[src/rtl/marchc_pkg.sv]
// March C engine shared definitions: element encodings, FSM states, slot
// lengths, slot phases and per-element lookup helpers.
package marchc_pkg;

  typedef enum logic [2:0] {
    ELEM_W0      = 3'd0,  // up,   w0
    ELEM_R0W1_UP = 3'd1,  // up,   r0 w1
    ELEM_R1W0_UP = 3'd2,  // up,   r1 w0
    ELEM_R0W1_DN = 3'd3,  // down, r0 w1
    ELEM_R1W0_DN = 3'd4,  // down, r1 w0
    ELEM_R0      = 3'd5   // up,   r0
  } elem_e;

  typedef enum logic [1:0] {
    ST_IDLE = 2'd0,
    ST_RUN  = 2'd1,
    ST_HOLD = 2'd2,
    ST_DONE = 2'd3
  } state_e;

  localparam logic [3:0] SLOT_W   = 4'd5;
  localparam logic [3:0] SLOT_RW  = 4'd9;
  localparam logic [3:0] SLOT_R   = 4'd4;

  localparam logic [3:0] PH_RD    = 4'd1;
  localparam logic [3:0] PH_WR_RW = 4'd5;
  localparam logic [3:0] PH_WR_W  = 4'd1;

  function automatic logic elem_is_down(input elem_e e);
    return (e == ELEM_R0W1_DN) || (e == ELEM_R1W0_DN);
  endfunction

  // Background the element expects to read back (1 = all-ones).
  function automatic logic elem_exp_ones(input elem_e e);
    return (e == ELEM_R1W0_UP) || (e == ELEM_R1W0_DN);
  endfunction

  // Background the element writes (1 = all-ones).
  function automatic logic elem_wr_ones(input elem_e e);
    return (e == ELEM_R0W1_UP) || (e == ELEM_R0W1_DN);
  endfunction

  // Last counter value of an address slot.
  function automatic logic [3:0] elem_slot_last(input elem_e e);
    case (e)
      ELEM_W0: return SLOT_W - 4'd1;
      ELEM_R0: return SLOT_R - 4'd1;
      default: return SLOT_RW - 4'd1;
    endcase
  endfunction

endpackage

[src/rtl/marchc_engine_if.sv]
// Controller/memory facing bundle of the March C engine. The engine takes the
// slave side; the controller plus SRAM wrapper take the master side.
interface marchc_engine_if #(
  parameter int ADDR_WIDTH = 16,
  parameter int DATA_WIDTH = 8
);
  logic                  start;
  logic                  en1;
  logic                  en2;
  logic                  en3;
  logic                  en4;
  logic                  en5;
  logic                  finish;
  logic [ADDR_WIDTH-1:0] address;
  logic [3:0]            counter;
  logic                  mem_we;
  logic                  mem_re;
  logic [DATA_WIDTH-1:0] mem_wdata;
  logic [DATA_WIDTH-1:0] mem_rdata;
  logic                  fail;
  logic [ADDR_WIDTH-1:0] fail_addr;
  logic [7:0]            err_cnt;
  logic [DATA_WIDTH-1:0] fail_data;
  logic                  done;

  modport master (
    output start, en1, en2, en3, en4, en5, finish, mem_rdata,
    input  address, counter, mem_we, mem_re, mem_wdata,
    input  fail, fail_addr, err_cnt, fail_data, done
  );

  modport slave (
    input  start, en1, en2, en3, en4, en5, finish, mem_rdata,
    output address, counter, mem_we, mem_re, mem_wdata,
    output fail, fail_addr, err_cnt, fail_data, done
  );
endinterface

[src/rtl/marchc_addr_gen.sv]
// Loadable up/down address counter with terminal detect at 0 and all-ones.
module marchc_addr_gen #(
  parameter int ADDR_WIDTH = 16
) (
  input  logic                  clk,
  input  logic                  rst_n,
  input  logic                  load_i,
  input  logic                  load_down_i,
  input  logic                  step_i,
  input  logic                  down_i,
  output logic [ADDR_WIDTH-1:0] addr_o,
  output logic                  is_zero_o,
  output logic                  is_ones_o
);
  localparam logic [ADDR_WIDTH-1:0] ONE = {{(ADDR_WIDTH-1){1'b0}}, 1'b1};

  logic [ADDR_WIDTH-1:0] addr_q, addr_d;

  // Next address: a load (element entry or abort) wins over a step.
  always_comb begin
    addr_d = addr_q;
    if (load_i) begin
      addr_d = load_down_i ? '1 : '0;
    end else if (step_i) begin
      addr_d = down_i ? (addr_q - ONE) : (addr_q + ONE);
    end
  end

  // Address register.
  always_ff @(posedge clk or negedge rst_n) begin
    if (!rst_n) addr_q <= '0;
    else        addr_q <= addr_d;
  end

  assign addr_o    = addr_q;
  assign is_zero_o = (addr_q == '0);
  assign is_ones_o = &addr_q;
endmodule

[src/rtl/marchc_engine.sv]
// March C engine: responds to the controller's one-hot element enables,
// sequences read/write/compare per address slot and logs mismatches.
// Optional macro MARCHC_FAIL_LOG_EN adds a first-mismatch syndrome register
// behind fail_data; without it fail_data is tied to 0.
module marchc_engine
  import marchc_pkg::*;
#(
  parameter int ADDR_WIDTH = 16,
  parameter int DATA_WIDTH = 8,
  parameter int RD_LAT     = 1
) (
  input logic            clk,
  input logic            rst_n,
  marchc_engine_if.slave bus
);
  localparam logic [3:0] PH_CMP = 4'(int'(PH_RD) + RD_LAT);

  state_e                state_q, state_d;
  elem_e                 elem_q, elem_d, sel_elem;
  logic [3:0]            counter_q, counter_d;
  logic [5:0]            en_q, en_vec, en_rise;
  logic                  sel_vld;
  logic [2:0]            sel_idx;
  logic                  ag_load, ag_load_down, ag_step;
  logic [ADDR_WIDTH-1:0] addr;
  logic                  addr_zero, addr_ones, elem_down, at_term;
  logic                  run, slot_end, any_ctl, clr_log;
  logic                  cmp_en, mismatch;
  logic [DATA_WIDTH-1:0] exp_data;
  logic                  fail_q, fail_d;
  logic [ADDR_WIDTH-1:0] fail_addr_q, fail_addr_d;
  logic [7:0]            err_cnt_q, err_cnt_d;

  function automatic logic [7:0] sat_inc8(input logic [7:0] v);
    return (v == 8'hFF) ? v : (v + 8'd1);
  endfunction

  assign en_vec    = {bus.en5, bus.en4, bus.en3, bus.en2, bus.en1, bus.start};
  assign en_rise   = en_vec & ~en_q;
  assign any_ctl   = (|en_vec) | bus.finish;
  assign run       = (state_q == ST_RUN);
  assign elem_down = elem_is_down(elem_q);
  assign at_term   = elem_down ? addr_zero : addr_ones;
  assign slot_end  = (counter_q == elem_slot_last(elem_q));

  // Lowest-index rising enable is the one taken.
  always_comb begin
    sel_vld = 1'b0;
    sel_idx = 3'd0;
    for (int i = 5; i >= 0; i--) begin
      if (en_rise[i]) begin
        sel_vld = 1'b1;
        sel_idx = 3'(i);
      end
    end
  end
  assign sel_elem = elem_e'(sel_idx);

  // Enable history for edge detection.
  always_ff @(posedge clk or negedge rst_n) begin
    if (!rst_n) en_q <= '0;
    else        en_q <= en_vec;
  end

  // FSM next state, slot counter and address generator control.
  always_comb begin
    state_d      = state_q;
    elem_d       = elem_q;
    counter_d    = counter_q;
    ag_load      = 1'b0;
    ag_load_down = 1'b0;
    ag_step      = 1'b0;
    clr_log      = 1'b0;
    if (bus.finish) begin
      state_d = ST_DONE;
    end else begin
      case (state_q)
        ST_IDLE, ST_HOLD, ST_DONE: begin
          if (sel_vld &&
              ((state_q == ST_IDLE) ||
               (state_q == ST_HOLD && sel_elem != elem_q) ||
               (state_q == ST_DONE && sel_elem == ELEM_W0))) begin
            state_d      = ST_RUN;
            elem_d       = sel_elem;
            counter_d    = 4'd0;
            ag_load      = 1'b1;
            ag_load_down = elem_is_down(sel_elem);
            clr_log      = (sel_elem == ELEM_W0);
          end
        end
        ST_RUN: begin
          if (!any_ctl) begin
            state_d   = ST_IDLE;
            counter_d = 4'd0;
            ag_load   = 1'b1;
          end else if (slot_end) begin
            if (at_term) begin
              state_d = ST_HOLD;
            end else begin
              counter_d = 4'd0;
              ag_step   = 1'b1;
            end
          end else begin
            counter_d = counter_q + 4'd1;
          end
        end
        default: state_d = ST_IDLE;
      endcase
    end
  end

  // FSM state, element and counter registers.
  always_ff @(posedge clk or negedge rst_n) begin
    if (!rst_n) begin
      state_q   <= ST_IDLE;
      elem_q    <= ELEM_W0;
      counter_q <= 4'd0;
    end else begin
      state_q   <= state_d;
      elem_q    <= elem_d;
      counter_q <= counter_d;
    end
  end

  marchc_addr_gen #(
    .ADDR_WIDTH(ADDR_WIDTH)
  ) u_addr_gen (
    .clk        (clk),
    .rst_n      (rst_n),
    .load_i     (ag_load),
    .load_down_i(ag_load_down),
    .step_i     (ag_step),
    .down_i     (elem_down),
    .addr_o     (addr),
    .is_zero_o  (addr_zero),
    .is_ones_o  (addr_ones)
  );

  assign exp_data = {DATA_WIDTH{elem_exp_ones(elem_q)}};
  assign cmp_en   = run && (elem_q != ELEM_W0) && (counter_q == PH_CMP);
  assign mismatch = cmp_en && (bus.mem_rdata != exp_data);

  // Mismatch log: sticky flag, first address, saturating count.
  always_comb begin
    fail_d      = fail_q;
    fail_addr_d = fail_addr_q;
    err_cnt_d   = err_cnt_q;
    if (clr_log) begin
      fail_d      = 1'b0;
      fail_addr_d = '0;
      err_cnt_d   = 8'd0;
    end else if (mismatch) begin
      fail_d    = 1'b1;
      err_cnt_d = sat_inc8(err_cnt_q);
      if (!fail_q) fail_addr_d = addr;
    end
  end

  // Mismatch log registers.
  always_ff @(posedge clk or negedge rst_n) begin
    if (!rst_n) begin
      fail_q      <= 1'b0;
      fail_addr_q <= '0;
      err_cnt_q   <= 8'd0;
    end else begin
      fail_q      <= fail_d;
      fail_addr_q <= fail_addr_d;
      err_cnt_q   <= err_cnt_d;
    end
  end

`ifdef MARCHC_FAIL_LOG_EN
  logic [DATA_WIDTH-1:0] fail_data_q, fail_data_d;

  // Syndrome of the first mismatch, held until the next start.
  always_comb begin
    fail_data_d = fail_data_q;
    if (clr_log)                 fail_data_d = '0;
    else if (mismatch && !fail_q) fail_data_d = bus.mem_rdata ^ exp_data;
  end

  // Syndrome register.
  always_ff @(posedge clk or negedge rst_n) begin
    if (!rst_n) fail_data_q <= '0;
    else        fail_data_q <= fail_data_d;
  end

  assign bus.fail_data = fail_data_q;
`else
  assign bus.fail_data = '0;
`endif

  assign bus.address   = addr;
  assign bus.counter   = counter_q;
  assign bus.mem_re    = run && (elem_q != ELEM_W0) && (counter_q == PH_RD);
  assign bus.mem_we    = run &&
                         (((elem_q == ELEM_W0) && (counter_q == PH_WR_W)) ||
                          ((elem_q inside {ELEM_R0W1_UP, ELEM_R1W0_UP,
                                           ELEM_R0W1_DN, ELEM_R1W0_DN}) &&
                           (counter_q == PH_WR_RW)));
  assign bus.mem_wdata = bus.mem_we ? {DATA_WIDTH{elem_wr_ones(elem_q)}} : '0;
  assign bus.fail      = fail_q;
  assign bus.fail_addr = fail_addr_q;
  assign bus.err_cnt   = err_cnt_q;
  assign bus.done      = (state_q == ST_DONE);
endmodule

[src/flat_wrapper.sv]
// flat-port wrapper written by rule: the top's interface ports become plain ports
module marchc_engine_flat import marchc_pkg::*;
#(
  parameter int ADDR_WIDTH = 16,
  parameter int DATA_WIDTH = 8,
  parameter int RD_LAT     = 1
)
  (clk, rst_n, bus_start, bus_en1, bus_en2, bus_en3, bus_en4, bus_en5, bus_finish, bus_mem_rdata, bus_address, bus_counter, bus_mem_we, bus_mem_re, bus_mem_wdata, bus_fail, bus_fail_addr, bus_err_cnt, bus_fail_data, bus_done);
  marchc_engine_if #(.ADDR_WIDTH(ADDR_WIDTH), .DATA_WIDTH(DATA_WIDTH)) bus_i ();
  input logic clk;
  input logic rst_n;
  input wire logic [$bits(bus_i.start)-1:0] bus_start;
  input wire logic [$bits(bus_i.en1)-1:0] bus_en1;
  input wire logic [$bits(bus_i.en2)-1:0] bus_en2;
  input wire logic [$bits(bus_i.en3)-1:0] bus_en3;
  input wire logic [$bits(bus_i.en4)-1:0] bus_en4;
  input wire logic [$bits(bus_i.en5)-1:0] bus_en5;
  input wire logic [$bits(bus_i.finish)-1:0] bus_finish;
  input wire logic [$bits(bus_i.mem_rdata)-1:0] bus_mem_rdata;
  output wire logic [$bits(bus_i.address)-1:0] bus_address;
  output wire logic [$bits(bus_i.counter)-1:0] bus_counter;
  output wire logic [$bits(bus_i.mem_we)-1:0] bus_mem_we;
  output wire logic [$bits(bus_i.mem_re)-1:0] bus_mem_re;
  output wire logic [$bits(bus_i.mem_wdata)-1:0] bus_mem_wdata;
  output wire logic [$bits(bus_i.fail)-1:0] bus_fail;
  output wire logic [$bits(bus_i.fail_addr)-1:0] bus_fail_addr;
  output wire logic [$bits(bus_i.err_cnt)-1:0] bus_err_cnt;
  output wire logic [$bits(bus_i.fail_data)-1:0] bus_fail_data;
  output wire logic [$bits(bus_i.done)-1:0] bus_done;
  assign bus_i.start = bus_start;
  assign bus_i.en1 = bus_en1;
  assign bus_i.en2 = bus_en2;
  assign bus_i.en3 = bus_en3;
  assign bus_i.en4 = bus_en4;
  assign bus_i.en5 = bus_en5;
  assign bus_i.finish = bus_finish;
  assign bus_i.mem_rdata = bus_mem_rdata;
  assign bus_address = bus_i.address;
  assign bus_counter = bus_i.counter;
  assign bus_mem_we = bus_i.mem_we;
  assign bus_mem_re = bus_i.mem_re;
  assign bus_mem_wdata = bus_i.mem_wdata;
  assign bus_fail = bus_i.fail;
  assign bus_fail_addr = bus_i.fail_addr;
  assign bus_err_cnt = bus_i.err_cnt;
  assign bus_fail_data = bus_i.fail_data;
  assign bus_done = bus_i.done;
  marchc_engine #(.ADDR_WIDTH(ADDR_WIDTH), .DATA_WIDTH(DATA_WIDTH), .RD_LAT(RD_LAT)) u_core (.clk(clk), .rst_n(rst_n), .bus(bus_i));
endmodule
[config.mk]
export PLATFORM = sky130hd
export DESIGN_NAME = marchc_engine_flat
export DESIGN_NICKNAME = d
export VERILOG_FILES = /design/src/rtl/marchc_pkg.sv /design/src/rtl/marchc_engine_if.sv /design/src/rtl/marchc_addr_gen.sv /design/src/rtl/marchc_engine.sv /design/src/flat_wrapper.sv
export SDC_FILE = /design/constraint.sdc
export NUM_CORES = 1
export LEC_CHECK = 0
export CORE_MARGIN = 3
export CORE_UTILIZATION = 37
export DETAILED_ROUTE_END_ITERATION = 6
export PLACE_DENSITY_LB_ADDON = 0.12
export SYNTH_ARGS = -nofsm -noshare
export SYNTH_HDL_FRONTEND = slang
export SYNTH_SLANG_ARGS = --single-unit
[constraint.sdc]
create_clock -name clk -period 5.23 [get_ports clk]
set_clock_uncertainty 0.15 [all_clocks]
set_input_delay 1.046 -clock clk [delete_from_list [all_inputs] [get_ports clk]]
set_output_delay 1.046 -clock clk [all_outputs]
set_load 0.01 [all_outputs]
==> flow_summary_export.csv <==
group,metric,value,unit
job,drv_cap,0,
floorplan,die_area,11100,sq um
sta,final_hold_viol_count,0,
setup_path,critPathSlowestCell,"nor4b_1",
global_routing,grt_pass1_wl,15500,microns
power,power.density,582,nW/um^2
logic_synthesis,synth-simple-area-share,19.2,%
setup_path,crit_type,"register to output pin",
floorplan,pin_count,81,
floorplan,initial_core_util,38.8,%
logic_synthesis,synth_area,3670,sq um
global_routing,antenna_found_initial,0,
sta,slew_viol_final,0,
sta,relSlewSlack,29.1,%
sta,finalWorstSetupSlack,1.25,ns
setup_path,cp-end-kind,"output pin",
power,vdd_drop_max,322,uV
clock_network,clk_latency,0.30,ns
placed_design,io_buffers,72,
clock_network,numCtsBuffers,5,
final_layout,fin_area,4500,sq um
logic_synthesis,yosysMostFrequentCell,"dfrtp_1",
worst_hold_path,hold_path_startpoint,"u_core.bus.fail_addr[8]",
logic_synthesis,avgSynthCellArea,9.61,sq um
logic_synthesis,yosys.area.top_type,"dfrtp_1",
final_layout,syn2layout_area_growth,22.6,%
floorplan,dieWidth,106,microns
logic_synthesis,synth_seq_area_share,38.2,%
final_layout,stdcell_count,573,
sta,worst_pin_slew,1.06,ns
drt,drt_iter0_markers,113,
global_routing,overflow,0,
setup_path,worstRegToRegCells,12,
global_routing,grt_max_degree,57,
logic_synthesis,synth.distinct_cells,60,
setup_path,regToRegSetupSlack,1.38,ns
drt,viasPerCell,5.34,
sta,setup_viol,0,
logic_synthesis,synth_xor_area_share,5.73,%
setup_path,path_cells,"nand2b_1, nor2_1, nand2_1, nor4b_1, clkdlybuf4s50_1",
logic_synthesis,synth_top_area_share,38.2,%
logic_synthesis,synth_ff_type,"dfrtp_1",
clock_network,cts.sinks,56,
sta,fmax,251,MHz
setup_path,crit_path_max_fanout,8,
drt,wire_per_inst,16.4,microns
logic_synthesis,synthArstFlopShare,100,%
setup_path,start_kind,"register",
final_layout,nets,480,
logic_synthesis,synth_commonest_cells,"dfrtp_1 (56), nor2_1 (45), o21ai_0 (22)",
final_layout,antenna_cells,0,
logic_synthesis,synth_edf_count,0,
logic_synthesis,ys_ff_latch,56,
clock_network,cts-htree-levels,2,
setup_path,setup.worst_path.end,"bus_mem_wdata[4]",
placed_design,dp_cells,566,
drt,drt_first_pass_iters,4,
global_routing,grt_usage,17.1,%
worst_hold_path,worstHoldPathType,"register to register",
setup_path,critPathRequiredTime,4.03,ns
final_layout,fin_util,47.6,%
logic_synthesis,synth_top_family_by_area,"simple AND/OR/NAND/NOR gates",
final_layout,drive_above_1_share,6.98,%
clock_network,ctsResizeCount,0,
setup_path,reg2reg_from,"u_core.elem_q[2]",
placed_design,dp_hpwl,6830,microns
sta,post-route-min-period,3.98,ns
sta,rsz0062_at_grt,"no",
logic_synthesis,synth_compound_area_share,18.6,%
floorplan,die_h,106,microns
run_status,outcome,"finished clean",
setup_path,crit_start,"u_core.state_q[1]",
logic_synthesis,ys_warn_count,0,
placed_design,placed_cell_area,4420,sq um
clock_network,post-cts-setup-buffers,0,
clock_network,ctsRootBufferMaster,"clkbuf_8",
logic_synthesis,muxShareOfSynthArea,5.76,%
clock_network,cts_hold_buf,0,
drt,drc,0,
sta,tns,0,ns
placed_design,place.gp.congestion,0.827,
setup_path,arrival,2.78,ns
placed_design,place_ws,1.08,ns
logic_synthesis,syn_inst,382,
setup_path,worst_path_largest_cell_delay,0.86,ns
clock_network,cts_tree,"yes",
logic_synthesis,synth.top_cells.by_area,"dfrtp_1 (38%), ha_1 (6.1%), mux2i_1 (5.5%)",
clock_network,clk_pin_slew_worst_paths,0.10,ns
drt,routed_wl,9400,microns
floorplan,rows,35,
setup_path,r2r_end,"u_core.u_addr_gen.addr_o[15]",
final_layout,n_fill_cell,909,
power,p_leak,1.89,nW
drt,ant_nets,0,
floorplan,core-area,9460,sq um
global_routing,grt_pass1_vias,2991,
clock_network,clock_path_buffers,2,
sta,period_share,76.1,%
logic_synthesis,yosys.area_share.adder,6.68,%
drt,via_count,3062,
flip-flops by register name (all words and copies together), names as in the netlist:
| signal | flops |
|---|---|
| u_core.bus.err_cnt | 8 |
| u_core.bus.fail | 1 |
| u_core.bus.counter | 4 |
| u_core.elem_q | 3 |
| u_core.bus.fail_addr | 16 |
| u_core.en_q | 6 |
| u_core.state_q | 2 |
| u_core.u_addr_gen.addr_o | 16 |
layout by cell type, fill, tap and decap left out, types with 2 or more instances in the layout:
cell type	instances
nand3b_1	4
nand4_1	13
nand2_1	16
a31oi_1	2
and2_1	2
a21o_1	2
o211ai_1	4
mux2i_1	20
buf_4	3
a21oi_1	14
a211oi_1	5
o31ai_1	3
a2111oi_0	3
ha_1	18
nand3_1	6
nor2_1	45
xor2_1	13
a2bb2oi_2	9
clkbuf_8	5
inv_1	9
nor4_1	8
or3_1	4
clkdlybuf4s50_1	71
nand2b_1	13
a2bb2oi_1	6
dfrtp_1	56
and3_1	3
a22o_1	2
o21a_1	3
or2_2	2
nor2b_1	6
nor3_1	5
conb_1	8
xnor2_1	11
o21ai_1	2
o21ai_0	22
layer usage:
metal	vias up	GRT usage [%]	part of all wire, %
met5	-	0	0
met4	0	4.07	0.95
met3	8	3.80	6.2
met2	100	26.8	45
met1	1467	24.1	48
li1	1487	-	-
metrics by stage:
step	hold slack, ns	power [mW]
finish	0.387	2.62
global route	0.426	2.85
CTS	0.391	2.65
detailed placement	0.364	2.41
global placement	0.355	2.38
floorplan	0.375	1.83
critical path, delay by kind of cell (launching register included):
family,cells,cell delay (ns)
flip-flops,1,0.43
buffers and inverters,1,0.70
AND/OR/NAND/NOR,4,1.35
report_power, final:
group          total (mW)  switching (mW)  internal (mW)
Sequential          0.844           0.271          0.573
Clock               0.228           0.137         0.0912
Combinational        1.55           0.769          0.777
area by class of cell:
cell class | count | area [sq um] | share of cell area (%)
clock buffer | 5 | 68.8 | 1.53
inverter | 9 | 33.8 | 0.751
timing repair buffer | 75 | 738 | 16.4
multi-input combinational | 297 | 2080 | 46.3
sequential | 56 | 1400 | 31.1
clock inverter | 2 | 12.5 | 0.278
tap | 129 | 161 | 3.59
cell families after synthesis:
logic type,after synthesis
and+or+nand+nor,136
xor gates and xnor gates,24
AOI/OAI and AO/OA,89
adders and majority gates,19
muxes,21
buffers and inverters,36
DFF,56
other,1
how the worst min path moves through the flow:
| stage | endpoint | cells after the start |
|---|---|---|
| global route | u_core.bus.fail_addr[0] | 2 |
| finish | u_core.bus.fail_addr[8] | 2 |
| CTS | u_core.bus.fail_addr[4] | 2 |
| detailed placement | u_core.bus.fail_addr[4] | 2 |
| floorplan | u_core.state_q[0] | 2 |
| global placement | u_core.bus.fail_addr[1] | 2 |
(Power assumes the default switching activity.)
